[config.mk]
export PLATFORM = sky130hd
export DESIGN_NAME = uart_rx_cfg
export DESIGN_NICKNAME = d
export VERILOG_FILES = /design/src/rtl/uart_rx_cfg.sv
export SDC_FILE = /design/constraint.sdc
export NUM_CORES = 1
export LEC_CHECK = 0
export BUFFER_PORTS_ARGS = -buffer_cell sky130_fd_sc_hd__buf_2
export CAP_MARGIN = 20
export CORE_ASPECT_RATIO = 0.5
export CORE_MARGIN = 2
export CORE_UTILIZATION = 55
export CTS_BUF_LIST = sky130_fd_sc_hd__clkbuf_8 sky130_fd_sc_hd__clkbuf_16
export DETAILED_ROUTE_END_ITERATION = 10
export PLACE_DENSITY = 0.84
export SLEW_MARGIN = 25
export SYNTH_ARGS = -nofsm -noshare
export SYNTH_HDL_FRONTEND = slang
export SYNTH_SLANG_ARGS = --single-unit
[constraint.sdc]
create_clock -name sysclk -period 8.5 [get_ports sysclk]
set_clock_uncertainty 0.2 [all_clocks]
set_input_delay 0 -clock sysclk [delete_from_list [all_inputs] [get_ports sysclk]]
set_output_delay 0 -clock sysclk [all_outputs]
set_load 0.05 [all_outputs]
[src/rtl/uart_rx_cfg.sv]
// UART receiver with run-time baud/parity selection, 16x oversampling, 2-of-3 majority
// bit decision, and a one-word holding register with overrun/frame/parity/break status.
module uart_rx_cfg #(
    parameter int CLK_FREQ = 50000000,
    parameter int DATA_W   = 8,
    parameter int OVS      = 16
) (
    input  logic              sysclk,
    input  logic              rst,
    input  logic [2:0]        Baud_set,
    input  logic [1:0]        parity_mode,
    input  logic              uart_rx,
    input  logic              rx_ready,
    output logic [DATA_W-1:0] Data,
    output logic              rx_valid,
    output logic              rx_done,
    output logic              parity_err,
    output logic              frame_err,
    output logic              break_det,
    output logic              overrun_err
);

    localparam int DIV_W = 16;
    localparam int OVS_W = (OVS > 2) ? $clog2(OVS) : 1;
    localparam int BIT_W = (DATA_W > 2) ? $clog2(DATA_W) : 1;

    localparam logic [DIV_W-1:0] DIV_115200 = DIV_W'(CLK_FREQ / (115200 * OVS));
    localparam logic [DIV_W-1:0] DIV_57600  = DIV_W'(CLK_FREQ / (57600 * OVS));
    localparam logic [DIV_W-1:0] DIV_38400  = DIV_W'(CLK_FREQ / (38400 * OVS));
    localparam logic [DIV_W-1:0] DIV_19200  = DIV_W'(CLK_FREQ / (19200 * OVS));
    localparam logic [DIV_W-1:0] DIV_9600   = DIV_W'(CLK_FREQ / (9600 * OVS));

    localparam logic [OVS_W-1:0] TICK_S7   = OVS_W'(7);
    localparam logic [OVS_W-1:0] TICK_S8   = OVS_W'(8);
    localparam logic [OVS_W-1:0] TICK_S9   = OVS_W'(9);
    localparam logic [OVS_W-1:0] TICK_LAST = OVS_W'(OVS - 1);

    typedef enum logic [2:0] {IDLE, START, DATA, PARITY, STOP} state_t;

    function automatic logic [DIV_W-1:0] div_sel(input logic [2:0] sel);
        case (sel)
            3'd1:    return DIV_57600;
            3'd2:    return DIV_38400;
            3'd3:    return DIV_19200;
            3'd4:    return DIV_9600;
            default: return DIV_115200;
        endcase
    endfunction

    state_t            state_q;
    logic              sync1_q, sync2_q;
    logic              armed_q;
    logic [2:0]        baud_q;
    logic [1:0]        par_q;
    logic [DIV_W-1:0]  div_cnt_q;
    logic [OVS_W-1:0]  ovs_q;
    logic [BIT_W-1:0]  bit_q;
    logic [DATA_W-1:0] shift_q;
    logic              s7_q, s8_q;
    logic              par_bit_q;
    logic              stop_q;
    logic              fin_q;

    logic tick, tick_last, tick_s9, maj;
    logic par_en, calc_par, pe, brk, consume;

    assign tick      = (state_q != IDLE) && (div_cnt_q == div_sel(baud_q) - DIV_W'(1));
    assign tick_last = tick && (ovs_q == TICK_LAST);
    assign tick_s9   = tick && (ovs_q == TICK_S9);
    // Third sample is the live synchronized line at tick 9.
    assign maj       = (s7_q & s8_q) | (s7_q & sync2_q) | (s8_q & sync2_q);

    assign par_en    = (par_q == 2'b01) || (par_q == 2'b10);
    assign calc_par  = (^shift_q) ^ (par_q == 2'b10);
    assign pe        = par_en & (par_bit_q ^ calc_par);
    assign brk       = ~|shift_q & ~(par_en & par_bit_q) & ~stop_q;
    assign consume   = rx_valid & rx_ready;

    always_ff @(posedge sysclk or negedge rst) begin
        if (!rst) begin
            state_q     <= IDLE;
            sync1_q     <= 1'b1;
            sync2_q     <= 1'b1;
            armed_q     <= 1'b0;
            baud_q      <= 3'd0;
            par_q       <= 2'd0;
            div_cnt_q   <= '0;
            ovs_q       <= '0;
            bit_q       <= '0;
            shift_q     <= '0;
            s7_q        <= 1'b0;
            s8_q        <= 1'b0;
            par_bit_q   <= 1'b0;
            stop_q      <= 1'b0;
            fin_q       <= 1'b0;
            Data        <= '0;
            rx_valid    <= 1'b0;
            rx_done     <= 1'b0;
            parity_err  <= 1'b0;
            frame_err   <= 1'b0;
            break_det   <= 1'b0;
            overrun_err <= 1'b0;
        end else begin
            sync1_q <= uart_rx;
            sync2_q <= sync1_q;
            rx_done <= 1'b0;
            if (consume)
                rx_valid <= 1'b0;

            if (state_q == IDLE || tick)
                div_cnt_q <= '0;
            else
                div_cnt_q <= div_cnt_q + DIV_W'(1);

            if (tick) begin
                ovs_q <= tick_last ? '0 : ovs_q + OVS_W'(1);
                if (ovs_q == TICK_S7) s7_q <= sync2_q;
                if (ovs_q == TICK_S8) s8_q <= sync2_q;
            end

            case (state_q)
                IDLE: begin
                    baud_q <= Baud_set;
                    par_q  <= parity_mode;
                    ovs_q  <= '0;
                    bit_q  <= '0;
                    fin_q  <= 1'b0;
                    // A start edge only counts once the line has been seen high.
                    if (armed_q && !sync2_q) begin
                        state_q <= START;
                        armed_q <= 1'b0;
                    end else if (sync2_q) begin
                        armed_q <= 1'b1;
                    end
                end
                START: begin
                    if (tick_s9 && maj)
                        state_q <= IDLE;
                    else if (tick_last)
                        state_q <= DATA;
                end
                DATA: begin
                    if (tick_s9)
                        shift_q <= {maj, shift_q[DATA_W-1:1]};
                    if (tick_last) begin
                        if (bit_q == BIT_W'(DATA_W - 1)) begin
                            bit_q   <= '0;
                            state_q <= par_en ? PARITY : STOP;
                        end else begin
                            bit_q <= bit_q + BIT_W'(1);
                        end
                    end
                end
                PARITY: begin
                    if (tick_s9)
                        par_bit_q <= maj;
                    if (tick_last)
                        state_q <= STOP;
                end
                STOP: begin
                    if (sync2_q)
                        armed_q <= 1'b1;
                    // Finish one cycle after the stop-bit decision so flags see stop_q.
                    if (fin_q) begin
                        fin_q      <= 1'b0;
                        state_q    <= IDLE;
                        rx_done    <= 1'b1;
                        parity_err <= pe;
                        frame_err  <= ~stop_q;
                        break_det  <= brk;
                        if (brk) begin
                            overrun_err <= 1'b0;
                        end else if (!rx_valid || consume) begin
                            Data        <= shift_q;
                            rx_valid    <= 1'b1;
                            overrun_err <= 1'b0;
                        end else begin
                            overrun_err <= 1'b1;
                        end
                    end else if (tick_s9) begin
                        stop_q <= maj;
                        fin_q  <= 1'b1;
                    end
                end
                default: state_q <= IDLE;
            endcase
        end
    end

endmodule

==> results.toml, run 1 <==
[power_and_ir_drop]
pwr-share-comb = 0.180
leakage_nw = 1.73
max-vdd-ir-drop_uv = 163
power.density_nw_per_um2 = 251
pwr-share-clk = 0.411
swShare = 0.286
pwr-share-seq = 0.409
p_int_uw = 659
p_total_uw = 922
power.switching_uw = 264

[die]
die-area_um2 = 6410
num_rows = 19
io_pins = 23
start_util = 0.574
die_h_um = 57.6
die_x_um = 111
core_um2 = 5520

[synthesis]
synth_compound_area_frac = 0.0815
synth_flop_cell = "dfrtp_1"
syn_avg_cell_area_um2 = 10.3
synth_nets = 328
ys_ff_latch = 61
synth_area_um2 = 3160
synth_xor_area_frac = 0.0609
synth_edf_count = 0
synth-adder-area-share = 0.0467
yosysSeqAreaShare = 0.483
synth_warnings = 0
syn_inst = 308
async_flop_share = 1.00
synth-simple-area-share = 0.200
synth_top_family_by_area = "simple AND/OR/NAND/NOR gates"
synth.area.mux_share = 0.0759
yosysUniqueCellTypes = 60

[clock_tree]
cts_sinks = 61
clock_path_buffers = 2
clkTransAtPathRegs_ps = 50
hold_buffers = 8
cts_max_level = 3
cts_tree = "yes"
post_cts.repair.setup_buffers = 0
cts_buffers = 9
worstSkewPairLatency_ps = 320
ctsRootBufferMaster = "clkbuf_16"
post_cts_resized = 0

[sta]
period_share = 0.427
finalHoldViolCount = 0
relSlewSlack = 0.365
maxSlewViolCount = 0
fmax_mhz = 275
fin_crit_ps = 3630
setup_viol = 0
worst_pin_slew_ps = 952
grt_setup_unrepaired = "false"
setup_tns_ps = 0

[layout]
final_common_cell = "dfrtp_1"
multiInputGateArea_um2 = 1470
regArea_um2 = 1530
fill_cells = 406
final_nets = 352
final_cell_mix = "dfrtp_1 (59), nor2_1 (31), nand2_1 (31)"
diodes = 0
syn_to_final_growth_pct = 16.1
drive_above_1_share = 0.184

[global_route]
grt_pass1_vias = 2336
antenna_found_initial = 0
grt_pass1_wl_um = 11200
grtUsageTotal = 0.221
grt_overflow = 0
grt_max_degree = 62

[setup_path]
crit_type = "register to register"
required_ps = 8500
worstSetupEndpointType = "register"
cp_max_fo = 18
arrival_ps = 3640
cp-start-kind = "register"

[place]
port_buffers = 22
dp_hpwl_um = 4260
place.gp.congestion = 0.785

[routing]
antenna_left = 0
dr_total_vias = 2340
wl_per_cell_um = 15.4
firstDrtPassIters = 5
wl_um = 6310
drt-initial-drc-count = 196
drcViolationCount = 0
vias_per_cell = 5.71

[min_path]
hold_path.class = "input pin to register"

[flow_run]
maxCapViolations = 0

[run_status]
status = "finished clean"
## critical path: stages (launching register included)
cell and delay (ps):
dfrtp_1 510, and2b_4 310, or3b_2 430, a31o_1 220, a2111oi_4 890, and3_1 590, mux2_4 340
## state kept, by name, summed over array words and instances, names as in the netlist, 2 cells and up
register	flops
shift_q	8
baud_q	3
Data	8
par_q	2
div_cnt_q	16
state_q	3
bit_q	3
ovs_q	4
## cell usage after synthesis (6+ instances only)
cell | number | area [um^2]
xor2_1 | 10 | 87.6
clkbuf_1 | 12 | 45.0
mux2_2 | 8 | 90.1
nand4_1 | 7 | 43.8
o21ai_0 | 9 | 45.0
mux2i_1 | 9 | 90.1
inv_1 | 14 | 52.6
ha_1 | 11 | 138
xnor2_1 | 12 | 105
dfrtp_1 | 59 | 1480
nand2_1 | 31 | 116
nor2_1 | 31 | 116
nand3_1 | 11 | 55.1
a21oi_1 | 6 | 30.0
## per-stage QoR
stage	util	cells	setup WS [ps]	hold slack (ps)	cell area (um^2)
after floorplan	-	308	5760	-496	3160
after global placement	0.594	386	5020	-90.8	3280
after detailed placement	0.594	386	4900	-88.0	3280
after CTS	0.666	410	4880	114	3670
after global routing	0.666	410	4670	123	3670
final	0.666	410	4870	122	3670
## final timing paths
check | depth (start not counted) | from | endpoint | slack, ps
min | 2 | uart_rx | sync1_q$_DFF_PN1_ | 120
max in group asynchronous | 3 | rst | div_cnt_q[0]$_DFF_PN0_ | 7420
min in group asynchronous | 3 | rst | div_cnt_q[4]$_DFF_PN0_ | 160
max reg2reg | 6 | baud_q[2]$_DFFE_PN0P_ | shift_q[7]$_DFFE_PN0P_ | 4870
max | 6 | baud_q[2]$_DFFE_PN0P_ | shift_q[7]$_DFFE_PN0P_ | 4870
min reg2reg | 0 | sync1_q$_DFF_PN1_ | sync2_q$_DFF_PN1_ | 160
## layer usage
metal	wire (um)	track usage	vias to the layer above	share of wire
met5	0	0	-	0
met4	122	0.0741	0	0.019
met3	244	0.0617	14	0.039
met2	3010	0.365	56	0.48
met1	2920	0.289	1158	0.46
li1	-	-	1112	-
## final cells by class
type                            count  area share
Clock buffer                        9      0.0613
Clock inverter                      7      0.0245
Inverter                           15      0.0160
Multi-Input combinational cell    213       0.401
Sequential cell                    61       0.416
Tap cell                           73      0.0249
Timing Repair Buffer               32      0.0559
## power groups by stage
stage	Sequential, mW	Clock [mW]	Combinational, mW
5_1_grt	0.384	0.401	0.187
6_report	0.377	0.379	0.166
3_3_place_gp	0.374	0	0.154
3_5_place_dp	0.381	0	0.161
4_1_cts	0.376	0.386	0.167
2_1_floorplan	0.349	0	0.158
## cells by family after synthesis
logic type	count (synthesis)
muxes	22
adders and majority gates	12
xor gates and xnor gates	22
DFF	61
and+or+nand+nor	122
buffers and inverters	34
AOI/OAI and AO/OA	35
No activity file was read; power rests on OpenSTA's default activity.
==> inputs of run 2 (changes only) <==
==> constraint.sdc (replaced) <==
create_clock -name sysclk -period 3.6 [get_ports sysclk]
set_clock_uncertainty 0.2 [all_clocks]
set_input_delay 0 -clock sysclk [delete_from_list [all_inputs] [get_ports sysclk]]
set_output_delay 0 -clock sysclk [all_outputs]
set_load 0.05 [all_outputs]
==> results.toml, run 2 (synthesized netlist as in run 1, its figures left out) <==
[run_status]
status = "finished clean"

[clock_tree]
cts_tree = "yes"
cts_buffers = 9
worstSkewPairLatency_ps = 330
ctsRootBufferMaster = "clkbuf_16"
cts_max_level = 3
clock_path_buffers = 2
post_cts.repair.setup_buffers = 0
cts_sinks = 61
clkTransAtPathRegs_ps = 50

[routing]
dr_total_vias = 2330
wl_per_cell_um = 15.5
drt-initial-drc-count = 182
antenna_left = 0
firstDrtPassIters = 4
drcViolationCount = 0
vias_per_cell = 5.67
wl_um = 6360

[sta]
setup_viol = 0
grt_setup_unrepaired = "false"
period_share = 0.886
maxSlewViolCount = 0
setup_tns_ps = 0
fin_crit_ps = 3190
fmax_mhz = 313
finalHoldViolCount = 0
relSlewSlack = 0.517
worst_pin_slew_ps = 724

[global_route]
top_usage_layer = "met2"
grt_pass1_wl_um = 10900
grt_overflow = 0
antenna_found_initial = 0
gr-usage-met3 = 0.0858
grt_max_degree = 32
grt_pass1_vias = 2330
gr-usage-met1 = 0.275
grtUsageTotal = 0.220
use_met2 = 0.363

[place]
port_buffers = 22
dp.cells = 388
place.gp.congestion = 0.833
dp_hpwl_um = 4250
place_area_um2 = 3290

[layout]
syn_to_final_growth_pct = 15.5
fill_cells = 398
diodes = 0
drive_above_1_share = 0.183
utilization = 0.662
layout.cells.non_filler = 411
final_nets = 354
top_regs = "div_cnt_q: 16 flops, Data: 8 flops, shift_q: 8 flops"
regMostFlops = "div_cnt_q"
final_cell_mix = "dfrtp_1 (59), nor2_1 (31), nand2_1 (31)"
largest_reg_flops = 16
fin_area_um2 = 3650
final_common_cell = "dfrtp_1"

[flow_run]
maxCapViolations = 0

[setup_path]
arrival_ps = 3170
cp_max_fo = 18
crit_slowest_cell = "a2111oi_4"
required_ps = 3580
ff2ff_path_depth = 6
timing.rr.end = "ovs_q[0]$_DFFE_PN0N_"
crit_type = "register to register"
critical-path-max-stage-delay_ps = 590
critical_path.cell_chain = "and2b_4, or3b_2, a31o_1, a2111oi_4, or2_1, o21ai_0"
regToRegStartpoint = "baud_q[2]$_DFFE_PN0P_"
r2r_slack_ps = 410
worstSetupEndpointType = "register"
cp-start-kind = "register"

[min_path]
hold_path.class = "input pin to async pin"

[die]
io_pins = 23
num_rows = 19
die_x_um = 111
die-area_um2 = 6410
die_h_um = 57.6
core_um2 = 5520
start_util = 0.574

[power_and_ir_drop]
power.density_nw_per_um2 = 579
p_total_mw = 2.11
leakage_nw = 1.73
max-vdd-ir-drop_uv = 280
[run 2: worst max-delay path: cells and delay by family, from the launching register on]
kind,cells,cell delay (ps)
and+or+nand+nor,3,1350
DFF,1,520
AOI/OAI and AO/OA,3,980
[run 2: cell type report]
| type | instances | area [um^2] | share of cell area |
|---|---|---|---|
| flip-flops and latches | 61 | 1530 | 0.419 |
| clock buffers | 9 | 225 | 0.0617 |
| well taps | 73 | 91.3 | 0.0250 |
| inverters | 15 | 58.8 | 0.0161 |
| repair buffers | 34 | 220 | 0.0603 |
| clock inverters | 6 | 56.3 | 0.0154 |
| multi-input cells | 213 | 1470 | 0.403 |
[run 2: how the worst max path moves through the flow]
| stage | startpoint | endpoint | slack (ps) |
|---|---|---|---|
| after floorplan | div_cnt_q[6]$_DFF_PN0_ | shift_q[7]$_DFFE_PN0P_ | 860 |
| after global placement | baud_q[2]$_DFFE_PN0P_ | ovs_q[1]$_DFFE_PN0N_ | 580 |
| after detailed placement | baud_q[2]$_DFFE_PN0P_ | ovs_q[0]$_DFFE_PN0N_ | 430 |
| after CTS | baud_q[2]$_DFFE_PN0P_ | ovs_q[0]$_DFFE_PN0N_ | 410 |
| after global routing | baud_q[2]$_DFFE_PN0P_ | ovs_q[1]$_DFFE_PN0N_ | 260 |
| final | baud_q[2]$_DFFE_PN0P_ | ovs_q[0]$_DFFE_PN0N_ | 410 |
[run 2: routing by layer]
layer  up-vias  wire (um)  share of wire
li1       1107          -              -
met1      1151       2890           0.45
met2        63       3100           0.49
met3         9        278          0.044
met4         0         93          0.015
met5         -          0              0
[run 2: through the flow]
| step | setup slack (ps) | hold slack (ps) |
|---|---|---|
| final | 409 | 59.0 |
| after global placement | 581 | -137 |
| after floorplan | 859 | -496 |
| after detailed placement | 432 | -118 |
| after CTS | 415 | 73.2 |
| after global routing | 255 | 116 |
[run 2: power breakdown]
part	internal, mW	switching, mW	total [mW]
Combinational	0.188	0.217	0.405
Clock	0.524	0.287	0.811
Sequential	0.767	0.130	0.897
Total	1.48	0.635	2.11
[run 2: repair_timing]
| action | in CTS | in global routing |
|---|---|---|
| endpoints found under the hold margin | 38 | 0 |
| hold buffers | 8 | 0 |
| gates resized for setup | 0 | 0 |
==> inputs of run 3 (changes only) <==
--- a/config.mk
+++ b/config.mk
@@ -5,14 +5,17 @@
 export SDC_FILE = /design/constraint.sdc
 export NUM_CORES = 1
 export LEC_CHECK = 0
+export ABC_AREA = 0
 export BUFFER_PORTS_ARGS = -buffer_cell sky130_fd_sc_hd__buf_2
 export CAP_MARGIN = 20
+export CELL_PAD_IN_SITES_DETAIL_PLACEMENT = 1
+export CELL_PAD_IN_SITES_GLOBAL_PLACEMENT = 1
 export CORE_ASPECT_RATIO = 0.5
 export CORE_MARGIN = 2
-export CORE_UTILIZATION = 55
+export CORE_UTILIZATION = 47
 export CTS_BUF_LIST = sky130_fd_sc_hd__clkbuf_8 sky130_fd_sc_hd__clkbuf_16
 export DETAILED_ROUTE_END_ITERATION = 10
-export PLACE_DENSITY = 0.84
+export PLACE_DENSITY = 0.89
 export SLEW_MARGIN = 25
 export SYNTH_ARGS = -nofsm -noshare
 export SYNTH_HDL_FRONTEND = slang
==> results.toml, run 3 (synthesized netlist as in run 1, its figures left out) <==
[run_status]
status = "finished clean"

[place]
dp.cells = 407
place.gp.congestion = 0.810
port_buffers = 22
dp_hpwl_um = 4970
pre_cts_slack_ps = 517

[layout]
diodes = 0
drive_above_1_share = 0.186
regMostFlops = "div_cnt_q"
final_nets = 354
layout.cells.non_filler = 431
final_common_cell = "dfrtp_1"
largest_reg_flops = 16
syn_to_final_growth_pct = 17.2
top_regs = "div_cnt_q: 16 flops, Data: 8 flops, shift_q: 8 flops"
final_cell_mix = "dfrtp_1 (59), nor2_1 (31), nand2_1 (31)"

[sta]
setup_viol = 0
relSlewSlack = 0.403
finalHoldViolCount = 0
whs_ps = 106
setup_ws_ps = 141
setup_tns_ps = 0
grt_setup_unrepaired = "false"
worst_pin_slew_ps = 895
fmax_mhz = 289
fin_crit_ps = 3460
period_share = 0.961
maxSlewViolCount = 0

[setup_path]
worst-path-buf-inv = 0
arrival_ps = 3440
cp_max_fo = 18
regToRegStartpoint = "baud_q[2]$_DFFE_PN0P_"
startpoint = "baud_q[2]$_DFFE_PN0P_"
required_ps = 3580
path_depth = 6
crit_slowest_cell = "a2111oi_4"
crit_family = "simple AND/OR/NAND/NOR gates"
worstSetupEndpointType = "register"
critical-path-max-stage-delay_ps = 670
ff2ff_path_depth = 6
cp-start-kind = "register"
critical_path.cell_chain = "and2b_4, or3b_2, a31o_1, a2111oi_4, or2_1, o21ai_0"
crit_type = "register to register"

[die]
die_h_um = 62.0
num_rows = 21
die-area_um2 = 7440
die_x_um = 120
start_util = 0.480
io_pins = 23
core_um2 = 6600

[routing]
drt-initial-drc-count = 304
firstDrtPassIters = 4
vias_per_cell = 5.94
antenna_left = 0
dr_total_vias = 2559
wl_per_cell_um = 24.3
drcViolationCount = 0
wl_um = 10500

[clock_tree]
clkTransAtPathRegs_ps = 60
cts_tree = "yes"
cts_buffers = 9
worstSkewPairLatency_ps = 340
ctsRootBufferMaster = "clkbuf_16"
cts_max_level = 3
clock_path_buffers = 2
cts_sinks = 61

[power_and_ir_drop]
pwr-share-comb = 0.205
pwr-share-clk = 0.394
p_int_mw = 1.55
leakage_nw = 1.74
power.density_nw_per_um2 = 624
swShare = 0.332
pwr-share-seq = 0.401
max-vdd-ir-drop_uv = 282
power.switching_uw = 767

[min_path]
min_path_cells = 2
hold_path.class = "input pin to register"
hold_start = "uart_rx"

[global_route]
grt_pass1_vias = 2777
antenna_found_initial = 0
grt_max_degree = 38
grt_overflow = 0
grtUsageTotal = 0.308
grt_pass1_wl_um = 16400

[flow_run]
maxCapViolations = 0
-- run 3: cell types whose count changed in the layout (fill, tap and decap cells not counted), sizes merged --
| cell | change |
|---|---|
| clkbuf | +3 |
| clkinv | -2 |
-- run 3: layout make-up --
type                       count  area [um^2]
clock inverter                 4         46.3
clock buffer                  12          267
fill                         717         2890
tap                           92          115
multi-input combinational    213         1470
sequential                    61         1530
timing repair buffer          34          220
inverter                      15         58.8
-- run 3: power by group through the flow --
stage / Sequential, mW / Combinational, mW / Clock [mW]
2_1_floorplan: 0.824 / 0.374 / 0
3_3_place_gp: 0.891 / 0.373 / 0
3_5_place_dp: 0.901 / 0.394 / 0
4_1_cts: 0.906 / 0.444 / 0.914
5_1_grt: 0.938 / 0.506 / 0.953
6_report: 0.928 / 0.474 / 0.912
-- run 3: worst paths after layout --
check                                          end  slack [ps]
setup / recovery              ovs_q[1]$_DFFE_PN0N_         140
hold / removal                   sync1_q$_DFF_PN1_         110
setup reg to reg              ovs_q[1]$_DFFE_PN0N_         140
hold reg to reg                  sync2_q$_DFF_PN1_         150
max in group asynchronous   shift_q[6]$_DFFE_PN0P_        2170
min in group asynchronous  div_cnt_q[10]$_DFF_PN0_         130
-- run 3: repair_timing --
| action | in CTS | in global routing |
|---|---|---|
| endpoints found under the setup margin | 0 | 0 |
| setup buffers | 0 | 0 |
| gates resized for setup | 0 | 0 |
| hold endpoints to repair | 42 | 0 |
| hold buffers | 8 | 0 |
-- run 3: routing by layer --
layer / global-route usage / up-vias / wire length [um]
met5: 0 / - / 0
met4: 0.183 / 0 / 477
met3: 0.0849 / 42 / 698
met2: 0.519 / 123 / 4990
met1: 0.369 / 1286 / 4310
li1: - / 1108 / -
-- run 3: per-stage QoR --
stage                     utilization  area (um^2)  power, mW
after floorplan                     -         3160       1.20
after global placement          0.503         3310       1.26
after detailed placement        0.503         3310       1.29
after CTS                       0.562         3710       2.26
after global routing            0.562         3710       2.40
final                           0.562         3710       2.31
